`src/rtl/seq_shift_add_multiplier.sv`:
```
// Sequential radix-2 shift-and-add multiplier.
// Retires one partial product per clock and supports unsigned or
// two's-complement operands, selected per transaction.
// Valid/ready handshakes sit on both the operand side and the product side.
module seq_shift_add_multiplier #(
    parameter int unsigned WIDTH = 4
) (
    input  logic                 clk,
    input  logic                 rst_n,
    input  logic                 in_valid,
    output logic                 in_ready,
    input  logic [WIDTH-1:0]     a,
    input  logic [WIDTH-1:0]     b,
    input  logic                 signed_mode,
    output logic                 out_valid,
    input  logic                 out_ready,
    output logic [2*WIDTH-1:0]   product,
    output logic                 busy
);

    localparam int unsigned PW = 2 * WIDTH;
    localparam int unsigned CW = (WIDTH > 1) ? $clog2(WIDTH) : 1;
    localparam logic [CW-1:0] LAST_BIT = CW'(WIDTH - 1);

    typedef enum logic [1:0] {
        S_IDLE = 2'd0,
        S_BUSY = 2'd1,
        S_DONE = 2'd2
    } state_t;

    state_t            state_q;
    logic [WIDTH-1:0]  mag_a_q;
    logic [WIDTH-1:0]  mag_b_q;
    logic              neg_q;
    logic [CW-1:0]     cnt_q;
    logic [PW-1:0]     acc_q;
    logic [PW-1:0]     product_q;
    logic              out_valid_q;
    logic              in_ready_q;
    logic              busy_q;

    logic [WIDTH-1:0]  mag_a_d;
    logic [WIDTH-1:0]  mag_b_d;
    logic              neg_d;
    logic [PW-1:0]     pp_d;
    logic [PW-1:0]     acc_d;
    logic [PW-1:0]     product_d;

    // Operand conditioning: magnitudes plus result sign, taken at the accept edge.
    // The most negative value maps onto 2^(WIDTH-1), which still fits unsigned.
    always_comb begin
        mag_a_d = a;
        mag_b_d = b;
        neg_d   = 1'b0;
        if (signed_mode) begin
            if (a[WIDTH-1]) begin
                mag_a_d = (~a) + WIDTH'(1);
            end
            if (b[WIDTH-1]) begin
                mag_b_d = (~b) + WIDTH'(1);
            end
            neg_d = a[WIDTH-1] ^ b[WIDTH-1];
        end
    end

    // One shift-and-add step; the final result is negated when the signs differ.
    always_comb begin
        pp_d = '0;
        if (mag_b_q[cnt_q]) begin
            pp_d = PW'(mag_a_q) << cnt_q;
        end
        acc_d     = acc_q + pp_d;
        product_d = neg_q ? ((~acc_d) + PW'(1)) : acc_d;
    end

    // Control FSM and datapath registers; every output is a flop.
    always_ff @(posedge clk or negedge rst_n) begin
        if (!rst_n) begin
            state_q     <= S_IDLE;
            mag_a_q     <= '0;
            mag_b_q     <= '0;
            neg_q       <= 1'b0;
            cnt_q       <= '0;
            acc_q       <= '0;
            product_q   <= '0;
            out_valid_q <= 1'b0;
            in_ready_q  <= 1'b1;
            busy_q      <= 1'b0;
        end else begin
            case (state_q)
                S_IDLE: begin
                    if (in_valid) begin
                        mag_a_q    <= mag_a_d;
                        mag_b_q    <= mag_b_d;
                        neg_q      <= neg_d;
                        acc_q      <= '0;
                        cnt_q      <= '0;
                        state_q    <= S_BUSY;
                        in_ready_q <= 1'b0;
                        busy_q     <= 1'b1;
                    end
                end
                S_BUSY: begin
                    acc_q <= acc_d;
                    if (cnt_q == LAST_BIT) begin
                        product_q   <= product_d;
                        out_valid_q <= 1'b1;
                        state_q     <= S_DONE;
                    end else begin
                        cnt_q <= cnt_q + CW'(1);
                    end
                end
                S_DONE: begin
                    // Product is deliberately left in place after the handoff.
                    if (out_ready) begin
                        out_valid_q <= 1'b0;
                        in_ready_q  <= 1'b1;
                        busy_q      <= 1'b0;
                        state_q     <= S_IDLE;
                    end
                end
                default: begin
                    out_valid_q <= 1'b0;
                    in_ready_q  <= 1'b1;
                    busy_q      <= 1'b0;
                    state_q     <= S_IDLE;
                end
            endcase
        end
    end

    assign in_ready  = in_ready_q;
    assign out_valid = out_valid_q;
    assign product   = product_q;
    assign busy      = busy_q;

endmodule
```
`config.mk`:
```
export PLATFORM = sky130hd
export DESIGN_NAME = seq_shift_add_multiplier
export DESIGN_NICKNAME = d
export VERILOG_FILES = /design/src/rtl/seq_shift_add_multiplier.sv
export SDC_FILE = /design/constraint.sdc
export NUM_CORES = 1
export LEC_CHECK = 0
export ABC_AREA = 1
export CORE_ASPECT_RATIO = 1.5
export CORE_UTILIZATION = 60
export DETAILED_ROUTE_END_ITERATION = 10
export PLACE_DENSITY = 0.94
export SLEW_MARGIN = 20
export SYNTH_ARGS = -nofsm -noshare
export SYNTH_HDL_FRONTEND = slang
export SYNTH_SLANG_ARGS = --single-unit
```
`constraint.sdc`:
```
create_clock -name clk -period 4.3 [get_ports clk]
set_input_delay 0.645 -clock clk [delete_from_list [all_inputs] [get_ports clk]]
set_output_delay 0.645 -clock clk [all_outputs]
set_load 0.005 [all_outputs]
```
---- After elaboration in Yosys (flattened, before gate mapping) ----
Index checks and enable logic that the tools add are counted.
cells by class
  add/sub/neg operators ................... 5
  $lt $le $gt $ge ......................... 1
  eq/ne operators ......................... 7
  shift-type cells ........................ 1
  mux-type cells .......................... 26
  bitwise logic cells ..................... 6
  reduce and logical (&&, ||, !) cells .... 9
operator list
  operator             count
  $mux 8               3
  $mux 4               4
  $pmux 8 s2           1
  $reduce_and 3->1     4
  $mux 2               5
  $pmux 1 s3           3
  $add 4x1->4 const B  2
  $add 8x1->8 const B  1
  $add 8x8->8          1
  $ne 2x2->1 const B   4
  $not 4->4            2
  $not 8->8            1
  $shl 4x2->8          1
  $mux 1               7
  $pmux 2 s3           1
  $reduce_and 2->1     3
  $eq 2x2->1 const B   2
  $pmux 2 s2           1
  $lt 2x3->1 const B   1
  $add 2x1->2 const B  1
  $bmux 1 s2           1
  $eq 2x1->1 const B   1
  $logic_not 2->1      1
  $not 1->1            2
  other kinds (2)      2
word-level totals
  register bits ........................... 32
  bits of input ports ..................... 13
  output and inout port bits .............. 11
  logic and storage cells ................. 65

---- Depth between registers and ports, before layout ----
Gate-level depths: netlist of run 1.
  word-level depth ........................ 7
  depth in mapped cells ................... 19
  depth with buffers taken out ............ 19

---- Least setup slack after synthesis of run 1 ----
No wires, ideal clock.
  path type ............................... reg2reg
  start ................................... reg cnt_q[0]
  end ..................................... reg product_q[6] (netlist: product[6])
  library setup time ...................... 0.117 ns
  arrival time ............................ 2.284 ns
  data required time ...................... 4.183 ns
  slack ................................... 1.899 ns
  stages on the path, launching flop included .. 18
  buffers on the path ..................... 1
  clock period less this slack ............ 2.401 ns
  path through ............................ dfrtp_1 -> buf_2 -> a21oi_1 -> o21ai_0 -> nor2_1 -> ha_1 -> fa_1 -> inv_1 -> ha_1 -> inv_1 -> nor2_1 -> nand3_1 -> nor2_1 -> nand2_1 -> nand2_1 -> nand2_1 -> nand3_1 -> nand2_1
on the way
  word-level cells in the longest chain between the ends .. 7
  elaborated cells on any way between the ends .. 10
  those cells by class .................... add/sub (2); eq/ne (1); shift (1); mux (4); bitwise (1); reduce/logical (1)
ends and longest elaborated chain
  element                       RTL line  RTL
  start: declaration            35        logic [CW-1:0] cnt_q;
  start signal: assignment      110       cnt_q <= cnt_q + CW'(1);
  $bmux 1 s2                    69        if (mag_b_q[cnt_q]) begin
  $mux 1 (not written as such)  69
  $mux 8                        69
  $add 8x8->8                   72        acc_d = acc_q + pp_d;
  $not 8->8                     73        product_d = neg_q ? ((~acc_d) + PW'(1)) : acc_d;
  $add 8x1->8                   73
  $mux 8                        73
  end signal: assignment        106       product_q <= product_d;
  end: declaration              37        logic [PW-1:0] product_q;
Several ways; a longest one is shown, not always the timed one. The select of a mux whose other input is x is not followed.
A chain may end at the register's enable or synchronous reset.

---- Final worst setup path of run 1 ----
Same ends and word-level chain as after synthesis.

==> results.py, run 1 <==
metrics = {
    "critical_path": {
        "cp.arrival_ns": 2.79,
        "path_common_cell": "nand2_1",
        "cpMaxStageDelayCell": "dfrtp_1",
        "start_kind": "register",
        "rrSetupSlack_ns": 1.70,
        "crit_fanout": 11,
        "ff2ff_path_depth": 16,
        "r2r_start": "cnt_q[0]",
        "crit_required_ns": 4.49,
        "crit_type": "register to register",
        "rr_endpoint": "product[6]",
        "max_stage_delay_ns": 0.52,
        "cp-end-kind": "register",
        "path_cells": "inv_1 > nand2_1 > o21ai_0 > nor2_1 > fa_1 > inv_1 > ha_1 > inv_1 > nor2_1 > nand3_1 > nor2_1 > nand2_1 > nand2_1 > nand2_1 > nand3_1 > nand2_1",
    },
    "synth": {
        "avgSynthCellArea_um2": 7.43,
        "synthFlopType": "dfrtp_1",
        "synth_edf_count": 0,
        "syn_inst": 270,
        "netlist_area_um2": 2010,
        "synth_area_leader_cell": "dfrtp_1",
        "synth_area_leaders": "dfrtp_1, nand2_1, o21ai_0",
        "yosys-top-cells-count": "nand2_1, inv_1, dfrtp_1, o21ai_0, nand3_1",
        "synth.most_common_cell": "nand2_1",
        "synth_fp_nets": 295,
        "async_reset_ff_share_pct": 100,
        "yosysUniqueCellTypes": 28,
        "yosysSeqAreaShare_pct": 40.0,
        "ys.warnings.count": 0,
        "ys_ff_latch": 32,
        "synth.top_cell.area_share_pct": 38.7,
    },
    "drt": {
        "firstDrtPassIters": 4,
        "drt_iter0_drc": 33,
        "drt_wl_total_um": 4550,
        "drtAntennaViolNets": 0,
        "wire_per_inst_um": 13.5,
        "avgViaCountPerCell": 5.56,
        "drc": 0,
        "vias": 1868,
    },
    "clocking": {
        "clk_latency_ns": 0.29,
        "cts-buffers-inserted": 5,
        "cts_setup_buffers": 0,
        "cts_tree": "built",
        "htreeDepth": 2,
        "ctsResizeCount": 0,
        "clock_tree.buffer_depth": 2,
        "cts.hold.buffers_added": 0,
        "clkSlewWorstSetupHoldPaths_ns": 0.07,
        "clock_sinks": 32,
        "root_buffer": "clkbuf_8",
    },
    "power": {
        "power.density_nw_per_um2": 789,
        "pwr-share-clk_pct": 16.0,
        "peakVddDrop_mv": 0.496,
        "switching_power_mw": 0.877,
        "sequentialPowerShare_pct": 28.7,
        "p_sw_share_pct": 46.8,
        "p_leak_nw": 1.21,
        "p_comb_share_pct": 55.3,
        "p_int_mw": 0.997,
    },
    "place": {
        "dp.cells": 328,
        "dp_hpwl_um": 3380,
        "place.gp.congestion": 0.974,
        "io_buffers": 23,
        "post-place-ws_ns": 1.71,
    },
    "floorplanning": {
        "ioPinCount": 24,
        "die_h_um": 72.8,
        "start_util_pct": 63.5,
        "dieWidth_um": 49.2,
        "design.core.area_um2": 3160,
        "die_area_um2": 3580,
        "rows": 25,
    },
    "timing": {
        "setup_viol": 0,
        "fin_tns_setup_ns": 0,
        "maxSlewHeadroom_pct": 47.1,
        "fin_crit_ns": 2.60,
        "slew_viol_final": 0,
        "rsz0062_at_grt": "no",
        "fmax_mhz": 384,
        "fin_crit_sh_pct": 60.6,
        "final_critical_path_setup_slack_ns": 1.70,
        "fin_skew_ns": 0.00499,
        "tightest_slew_ns": 0.792,
        "hold_violations": 0,
    },
    "cells_and_area": {
        "final_cell_count_no_fill": 336,
        "drive_gt1_share_pct": 9.80,
        "num_antenna_cells": 0,
        "fin_util_pct": 75.2,
        "area_delta_synth_final_pct": 18.4,
        "layout.nets": 320,
    },
    "global_route": {
        "grt_max_degree": 25,
        "grt_pass1_wl_um": 7710,
        "grt.total_usage_pct": 28.8,
        "antenna_found_initial": 0,
        "gr-total-overflow": 0,
        "grt_pass1_vias": 1800,
    },
    "run_status": {
        "status": "finished, final reports clean",
    },
    "flow_run": {
        "cap_violations": 0,
    },
    "hold_path": {
        "hp-class": "input pin to asynchronous set/reset pin",
    },
}
-- worst max-delay path by stage --
stage / to / cells after the start / from
final: product[6] / 16 / cnt_q[0]
after CTS: product[6] / 16 / cnt_q[0]
after global placement: product[6] / 16 / cnt_q[0]
after detailed placement: product[6] / 16 / cnt_q[0]
after global routing: product[6] / 16 / cnt_q[0]
after floorplan: product[6] / 17 / cnt_q[0]
-- state kept, by name, summed over array words and instances, names as in the netlist --
name       cells
neg_q          1
busy           1
mag_b_q        4
state_q        2
product        8
acc_q          8
mag_a_q        4
cnt_q          2
out_valid      1
in_ready       1
-- layout make-up --
class / instances / area, um^2
Sequential cell: 32 / 802
Inverter: 40 / 150
Clock buffer: 5 / 68.8
Multi-Input combinational cell: 192 / 1030
Timing Repair Buffer: 24 / 233
Fill cell: 234 / 783
Clock inverter: 3 / 46.3
Tap cell: 40 / 50.0
-- power by group through the flow --
stage	sequential, mW	combinational, mW	clock [mW]
after floorplan	0.505	0.769	0
after global placement	0.531	0.976	0
after detailed placement	0.540	1.02	0
after CTS	0.536	1.04	0.299
after global routing	0.553	1.18	0.310
final	0.538	1.04	0.299
-- worst max-delay path: cells and delay by family (launching register included) --
kind                     cells  cell delay [ns]
AND/OR/NAND/NOR             10             0.94
AO/OA/AOI/OAI                1             0.11
buffers and inverters        3             0.35
adder cells (fa/ha/maj)      2             0.61
flip-flops                   1             0.52
-- metal layers --
layer / GRT usage, % / vias to the layer above / part of all wire (%)
li1: - / 915 / -
met2: 54.3 / 51 / 56
met1: 28.7 / 883 / 37
met4: 19.0 / 0 / 4.3
met3: 4.38 / 19 / 2.5
met5: 0 / - / 0
-- per-stage QoR --
step                      hold slack [ns]  power, mW  area (um^2)
after floorplan                     0.349       1.27         2010
after CTS                           0.484       1.87         2380
after detailed placement            0.465       1.56         2270
after global placement              0.453       1.51         2270
after global routing                0.360       2.04         2380
final                               0.313       1.87         2380
-- cells by family after synthesis --
family | after synthesis | synth area share, %
buf+inv | 46 | 8.92
xor+xnor | 4 | 1.75
compound gates | 50 | 13.1
simple gates | 125 | 27.9
fa+ha+maj | 12 | 7.86
mux | 1 | 0.499
flops | 32 | 40.0
-- cell usage in the layout, fill, tap and decap left out, types with 3 or more instances in the layout --
cell type        Yosys  final
inv_2                4      4
nor2_1              20     20
clkdlybuf4s50_1      0     22
nand3_1             23     23
ha_1                11     11
a21oi_1              9      9
dfrtp_1             31     31
o21ai_1              7      7
clkbuf_8             0      5
nand2_1             65     65
o21ai_0             31     31
inv_1               36     36
nand2_2              7      7
nand3_2              3      3
(Power assumes the default switching activity.)
==> inputs of run 2 (changes only) <==
--- a/config.mk
+++ b/config.mk
@@ -7,9 +7,9 @@
 export LEC_CHECK = 0
 export ABC_AREA = 1
 export CORE_ASPECT_RATIO = 1.5
-export CORE_UTILIZATION = 60
+export CORE_UTILIZATION = 55
 export DETAILED_ROUTE_END_ITERATION = 10
-export PLACE_DENSITY = 0.94
+export PLACE_DENSITY = 0.88
 export SLEW_MARGIN = 20
 export SYNTH_ARGS = -nofsm -noshare
 export SYNTH_HDL_FRONTEND = slang
==> constraint.sdc (replaced) <==
create_clock -name clk -period 2.4 [get_ports clk]
set_input_delay 0.36 -clock clk [delete_from_list [all_inputs] [get_ports clk]]
set_output_delay 0.36 -clock clk [all_outputs]
set_load 0.005 [all_outputs]
==> run 2 against run 1 <==
  * The flow now finishes with violations (negative setup slack)
  * Register-to-register slack worse by 1.7 ns
  * Clock-buffer cell count up 2
  * Non-clock buffer count up 8
  * Clock power rose by 48%
  * Global-route usage shrank 0.23 points
  * Critical endpoint unchanged
  * Fmax increased by 7.5%
  * Routed wire length rose by 8.2%
  * Sequential power increased by 83%
  * Sequential share of layout area shrank 1.8 points
  * Setup slack worse by 1.7 ns
  * Design area grew 5.8%
==> results.py, run 2 (synthesized netlist as in run 1, its figures left out) <==
metrics = {
    "run_status": {
        "status": "finished, violations left",
        "violations": "negative setup slack",
    },
    "floorplanning": {
        "start_util_pct": 58.2,
        "dieWidth_um": 51.3,
        "ioPinCount": 24,
        "die_area_um2": 3900,
        "rows": 26,
        "design.core.area_um2": 3450,
        "die_h_um": 76.0,
    },
    "cells_and_area": {
        "area_delta_synth_final_pct": 25.3,
        "layout_commonest_cell": "nand2_1",
        "final_area_um2": 2510,
        "layout_common_cells": "nand2_1, inv_1, dfrtp_1",
        "num_antenna_cells": 0,
        "drive_gt1_share_pct": 17.4,
        "layout.nets": 328,
        "final_cell_count_no_fill": 346,
    },
    "clocking": {
        "htreeDepth": 2,
        "clock_tree.buffer_depth": 2,
        "root_buffer": "clkbuf_8",
        "cts_tree": "built",
        "cts-buffers-inserted": 5,
        "clkSlewWorstSetupHoldPaths_ns": 0.07,
        "clock_sinks": 32,
        "cts.hold.buffers_added": 0,
        "clk_latency_ns": 0.29,
    },
    "timing": {
        "setup_viol": 2,
        "final_critical_path_setup_slack_ns": -0.0227,
        "hold_violations": 0,
        "fin_crit_ns": 2.42,
        "rsz0062_at_grt": "yes",
        "fin_skew_ns": 0.00744,
        "timing.hold.ws_ns": 0.462,
        "tightest_slew_ns": 0.406,
        "fin_crit_sh_pct": 101,
        "slew_viol_final": 0,
        "fin_tns_setup_ns": -0.0428,
        "maxSlewHeadroom_pct": 72.9,
        "fmax_mhz": 413,
    },
    "drt": {
        "avgViaCountPerCell": 5.54,
        "drc": 0,
        "drtAntennaViolNets": 0,
        "drt_iter0_drc": 47,
        "drt_wl_total_um": 4920,
        "firstDrtPassIters": 5,
        "wire_per_inst_um": 14.2,
        "vias": 1916,
    },
    "power": {
        "power.density_nw_per_um2": 1450,
        "peakVddDrop_mv": 1.22,
        "p_leak_nw": 1.23,
    },
    "critical_path": {
        "path_common_cell": "nand2_1",
        "cp-end-kind": "register",
        "crit_required_ns": 2.59,
        "crit_type": "register to register",
        "ff2ff_path_depth": 16,
        "crit_buf_inv": 2,
        "rrSetupSlack_ns": -0.02,
        "max_stage_delay_ns": 0.47,
        "r2r_start": "cnt_q[0]",
        "cp.arrival_ns": 2.61,
        "path_cells": "a21oi_2 > o21ai_2 > nor2_1 > ha_2 > fa_1 > inv_2 > ha_4 > inv_2 > nor2_4 > nand3_2 > nor2_2 > nand2_1 > nand2_1 > nand2_1 > nand3_1 > nand2_1",
        "start_kind": "register",
        "cpMaxStageDelayCell": "dfrtp_2",
        "critPathTopFamily": "adder cells",
        "rr_endpoint": "product[6]",
        "crit_fanout": 8,
    },
    "place": {
        "post-place-ws_ns": -0.0755,
        "dp_hpwl_um": 3440,
        "dp.cells": 336,
        "placed_area_um2": 2320,
        "place.gp.congestion": 0.873,
        "io_buffers": 23,
    },
    "global_route": {
        "grt_max_degree": 33,
        "grt.total_usage_pct": 28.6,
        "antenna_found_initial": 0,
        "grt_pass1_wl_um": 8350,
        "grt_pass1_vias": 1923,
        "gr-total-overflow": 0,
    },
    "flow_run": {
        "cap_violations": 0,
    },
    "hold_path": {
        "hp-class": "input pin to asynchronous set/reset pin",
    },
}
==> run 2: cell types whose count changed in the layout (fill, tap and decap cells not counted), moves of 3 or more <==
cell,delta
buf_4,+8
ha_4,+3
ha_1,-4
inv_2,+3
o21ai_0,-5
inv_1,-3
o21ai_1,+3
==> run 2: area by class of cell <==
class / instances / area, um^2
flip-flops and latches: 32 / 805
fillers: 287 / 933
well taps: 42 / 52.6
repair buffers: 32 / 298
clock inverters: 1 / 7.51
clock buffers: 7 / 86.3
multi-input cells: 192 / 1120
inverters: 40 / 150
==> run 2: how the worst max path moves through the flow <==
| stage | start | end | slack (ns) | depth (start not counted) |
|---|---|---|---|---|
| floorplan | cnt_q[0] | product[6] | 0.03 | 17 |
| global placement | cnt_q[0] | product[7] | -0.03 | 18 |
| detailed placement | cnt_q[0] | product[7] | -0.08 | 17 |
| CTS | cnt_q[0] | product[7] | 0.003 | 17 |
| global route | cnt_q[0] | product[6] | -0.22 | 16 |
| finish | cnt_q[0] | product[6] | -0.02 | 16 |
==> run 2: layer usage <==
layer	GRT usage, %	up-vias	wire [um]	share of wire, %
met4	15.1	0	209	4.2
met5	0	-	0	0
met1	30.3	900	1780	36
met2	51.7	64	2740	56
li1	-	933	-	-
met3	4.79	19	190	3.9
==> run 2: per-stage QoR <==
step           total power [mW]  utilization, %
3_3_place_gp               2.81            67.2
6_report                   3.64            72.9
3_5_place_dp               2.87            67.2
2_1_floorplan              2.29               -
5_1_grt                    3.97            72.9
4_1_cts                    3.46            71.4
==> run 2: power by group <==
part / switching [mW] / internal (mW)
combinational: 1.33 / 0.888
sequential: 0.201 / 0.785
clock: 0.209 / 0.233
==> run 2: worst register-to-register path, stage by stage (launching register included) <==
cell and delay [ns]:
dfrtp_2 0.47, a21oi_2 0.18, o21ai_2 0.09, nor2_1 0.10, ha_2 0.19, fa_1 0.42, inv_2 0.12, ha_4 0.14
inv_2 0.04, nor2_4 0.07, nand3_2 0.09, nor2_2 0.11, nand2_1 0.08, nand2_1 0.06, nand2_1 0.06, nand3_1 0.06
nand2_1 0.05
==> run 2: repair_timing <==
action | in CTS | in global routing
endpoints found under the setup margin | 4 | 8
cloned | 0 | 0
buffers inserted | 1 | 1
pin swaps | 7 | 9
gates resized for setup | 13 | 13
==> inputs of run 3 (changes only) <==
--- a/config.mk
+++ b/config.mk
@@ -7,9 +7,9 @@
 export LEC_CHECK = 0
 export ABC_AREA = 1
 export CORE_ASPECT_RATIO = 1.5
-export CORE_UTILIZATION = 55
+export CORE_UTILIZATION = 39
 export DETAILED_ROUTE_END_ITERATION = 10
-export PLACE_DENSITY = 0.88
+export PLACE_DENSITY = 0.68
 export SLEW_MARGIN = 20
 export SYNTH_ARGS = -nofsm -noshare
 export SYNTH_HDL_FRONTEND = slang
==> run 3 against run 2 <==
  * The run still ends with negative setup slack left
  * Critical path depth down 1
  * Sequential share of layout area is 0.81 points lower
  * Design area up 2.4%
  * Sequential power shrank 2%
  * Critical path type unchanged
  * Largest power group unchanged
  * Highest routed layer unchanged
==> results.py, run 3 (synthesized netlist as in run 1, its figures left out) <==
metrics = {
    "run_status": {
        "status": "finished, violations left",
        "violations": "negative setup slack",
    },
    "place": {
        "place.gp.congestion": 0.831,
        "io_buffers": 23,
        "dp.cells": 362,
        "dp_hpwl_um": 3390,
        "placed_area_um2": 2360,
        "post-place-ws_ns": -0.0779,
    },
    "power": {
        "p_comb_share_pct": 61.8,
        "p_leak_nw": 1.26,
        "peakVddDrop_mv": 0.701,
        "p_sw_share_pct": 46.9,
        "sequentialPowerShare_pct": 26.5,
        "power.density_nw_per_um2": 1420,
        "p_int_mw": 1.94,
        "pwr-share-clk_pct": 11.6,
        "switching_power_mw": 1.71,
    },
    "drt": {
        "wire_per_inst_um": 12.2,
        "firstDrtPassIters": 4,
        "drc": 0,
        "drtAntennaViolNets": 0,
        "drt_iter0_drc": 63,
        "drt_wl_total_um": 4570,
        "avgViaCountPerCell": 4.93,
        "vias": 1850,
    },
    "critical_path": {
        "max_stage_delay_ns": 0.45,
        "crit_required_ns": 2.58,
        "crit_fanout": 5,
        "rr_endpoint": "product[7]",
        "rrSetupSlack_ns": -0.0005,
        "path_cells": "a21oi_2 > o21ai_2 > nor2_1 > ha_2 > fa_1 > inv_2 > nand2_1 > nor2_2 > nand3_2 > nor2_4 > nand3_2 > nand2_1 > nand2_1 > nand3_1 > nand2_1",
        "path_common_cell": "nand2_1",
        "ff2ff_path_depth": 15,
        "cpMaxStageDelayCell": "dfrtp_1",
        "r2r_start": "cnt_q[1]",
        "start_kind": "register",
        "cp-end-kind": "register",
        "crit_type": "register to register",
        "cp.arrival_ns": 2.58,
    },
    "cells_and_area": {
        "area_delta_synth_final_pct": 28.4,
        "layout_common_cells": "nand2_1, inv_1, dfrtp_1",
        "layout_commonest_cell": "nand2_1",
        "regArea_um2": 803,
        "final_cell_count_no_fill": 375,
        "layout.nets": 333,
        "drive_gt1_share_pct": 20.1,
        "final_area_um2": 2580,
        "num_antenna_cells": 0,
        "nFillCells": 495,
        "multi_input_area_um2": 1120,
    },
    "floorplanning": {
        "die_h_um": 89.9,
        "rows": 31,
        "start_util_pct": 41.1,
        "die_area_um2": 5440,
        "design.core.area_um2": 4890,
        "ioPinCount": 24,
        "dieWidth_um": 60.6,
    },
    "clocking": {
        "clkSlewWorstSetupHoldPaths_ns": 0.07,
        "cts.hold.buffers_added": 0,
        "htreeDepth": 2,
        "clk_latency_ns": 0.29,
        "cts_tree": "built",
        "root_buffer": "clkbuf_8",
        "clock_sinks": 32,
        "cts-buffers-inserted": 5,
        "clock_tree.buffer_depth": 2,
    },
    "timing": {
        "tightest_slew_ns": 0.401,
        "fin_skew_ns": 0.00729,
        "fin_tns_setup_ns": -0.000534,
        "fin_crit_ns": 2.40,
        "slew_viol_final": 0,
        "setup_viol": 1,
        "rsz0062_at_grt": "yes",
        "fmax_mhz": 417,
        "fin_crit_sh_pct": 100,
        "maxSlewHeadroom_pct": 73.3,
        "hold_violations": 0,
        "final_critical_path_setup_slack_ns": -0.000534,
        "timing.hold.ws_ns": 0.454,
    },
    "global_route": {
        "grt_pass1_vias": 1791,
        "grt_pass1_wl_um": 7690,
        "grt.total_usage_pct": 18.9,
        "grt_max_degree": 33,
        "antenna_found_initial": 0,
        "gr-total-overflow": 0,
    },
    "flow_run": {
        "cap_violations": 0,
    },
    "hold_path": {
        "hp-class": "input pin to asynchronous set/reset pin",
    },
}
[run 3: per-stage QoR]
stage / util [%] / power [mW]
floorplan: - / 2.29
global placement: 48.3 / 2.85
detailed placement: 48.3 / 2.90
CTS: 50.6 / 3.38
global route: 52.7 / 4.00
finish: 52.7 / 3.65
[run 3: worst max-delay path, delay by kind of cell, from the launching register on]
| family | cells | cell delay (ns) |
|---|---|---|
| buffers and inverters | 1 | 0.12 |
| AO/OA/AOI/OAI | 2 | 0.22 |
| adder cells (fa/ha/maj) | 2 | 0.62 |
| flip-flops | 1 | 0.45 |
| AND/OR/NAND/NOR | 10 | 0.88 |
[run 3: cell type report]
type                       count  share of cell area (%)
clock buffer                   5                    2.67
clock inverter                 3                   0.729
inverter                      40                    5.83
multi-input combinational    192                    43.5
sequential                    32                    31.2
tap                           66                    3.21
timing repair buffer          37                    12.9
[run 3: worst max path at each step]
stage / from / to / slack, ns / cells past startpoint
after floorplan: cnt_q[0] / product[6] / 0.03 / 17
after global placement: cnt_q[0] / product[7] / -0.01 / 18
after detailed placement: cnt_q[0] / product[7] / -0.08 / 17
after CTS: cnt_q[0] / product[6] / 0.004 / 16
after global routing: cnt_q[0] / product[6] / -0.19 / 16
final: cnt_q[1] / product[7] / -0.0005 / 15
[run 3: power by group through the flow]
| stage | registers, mW | clock network, mW | logic, mW |
|---|---|---|---|
| finish | 0.967 | 0.425 | 2.25 |
| global route | 0.996 | 0.451 | 2.56 |
| CTS | 0.954 | 0.430 | 2.00 |
| detailed placement | 0.962 | 0 | 1.93 |
| global placement | 0.956 | 0 | 1.89 |
| floorplan | 0.906 | 0 | 1.38 |
[run 3: metal layers]
| layer | GRT usage [%] | share of wire, % | vias up |
|---|---|---|---|
| li1 | - | - | 943 |
| met1 | 20.9 | 39 | 856 |
| met2 | 32.1 | 54 | 33 |
| met3 | 3.60 | 2.1 | 18 |
| met4 | 11.2 | 4.3 | 0 |
| met5 | 0 | 0 | - |
[run 3: timing repair]
item                                    CTS  global route
gates resized for setup                   6            20
pin swaps                                 0            12
buffers inserted                          1             4
endpoints found under the setup margin    4             8
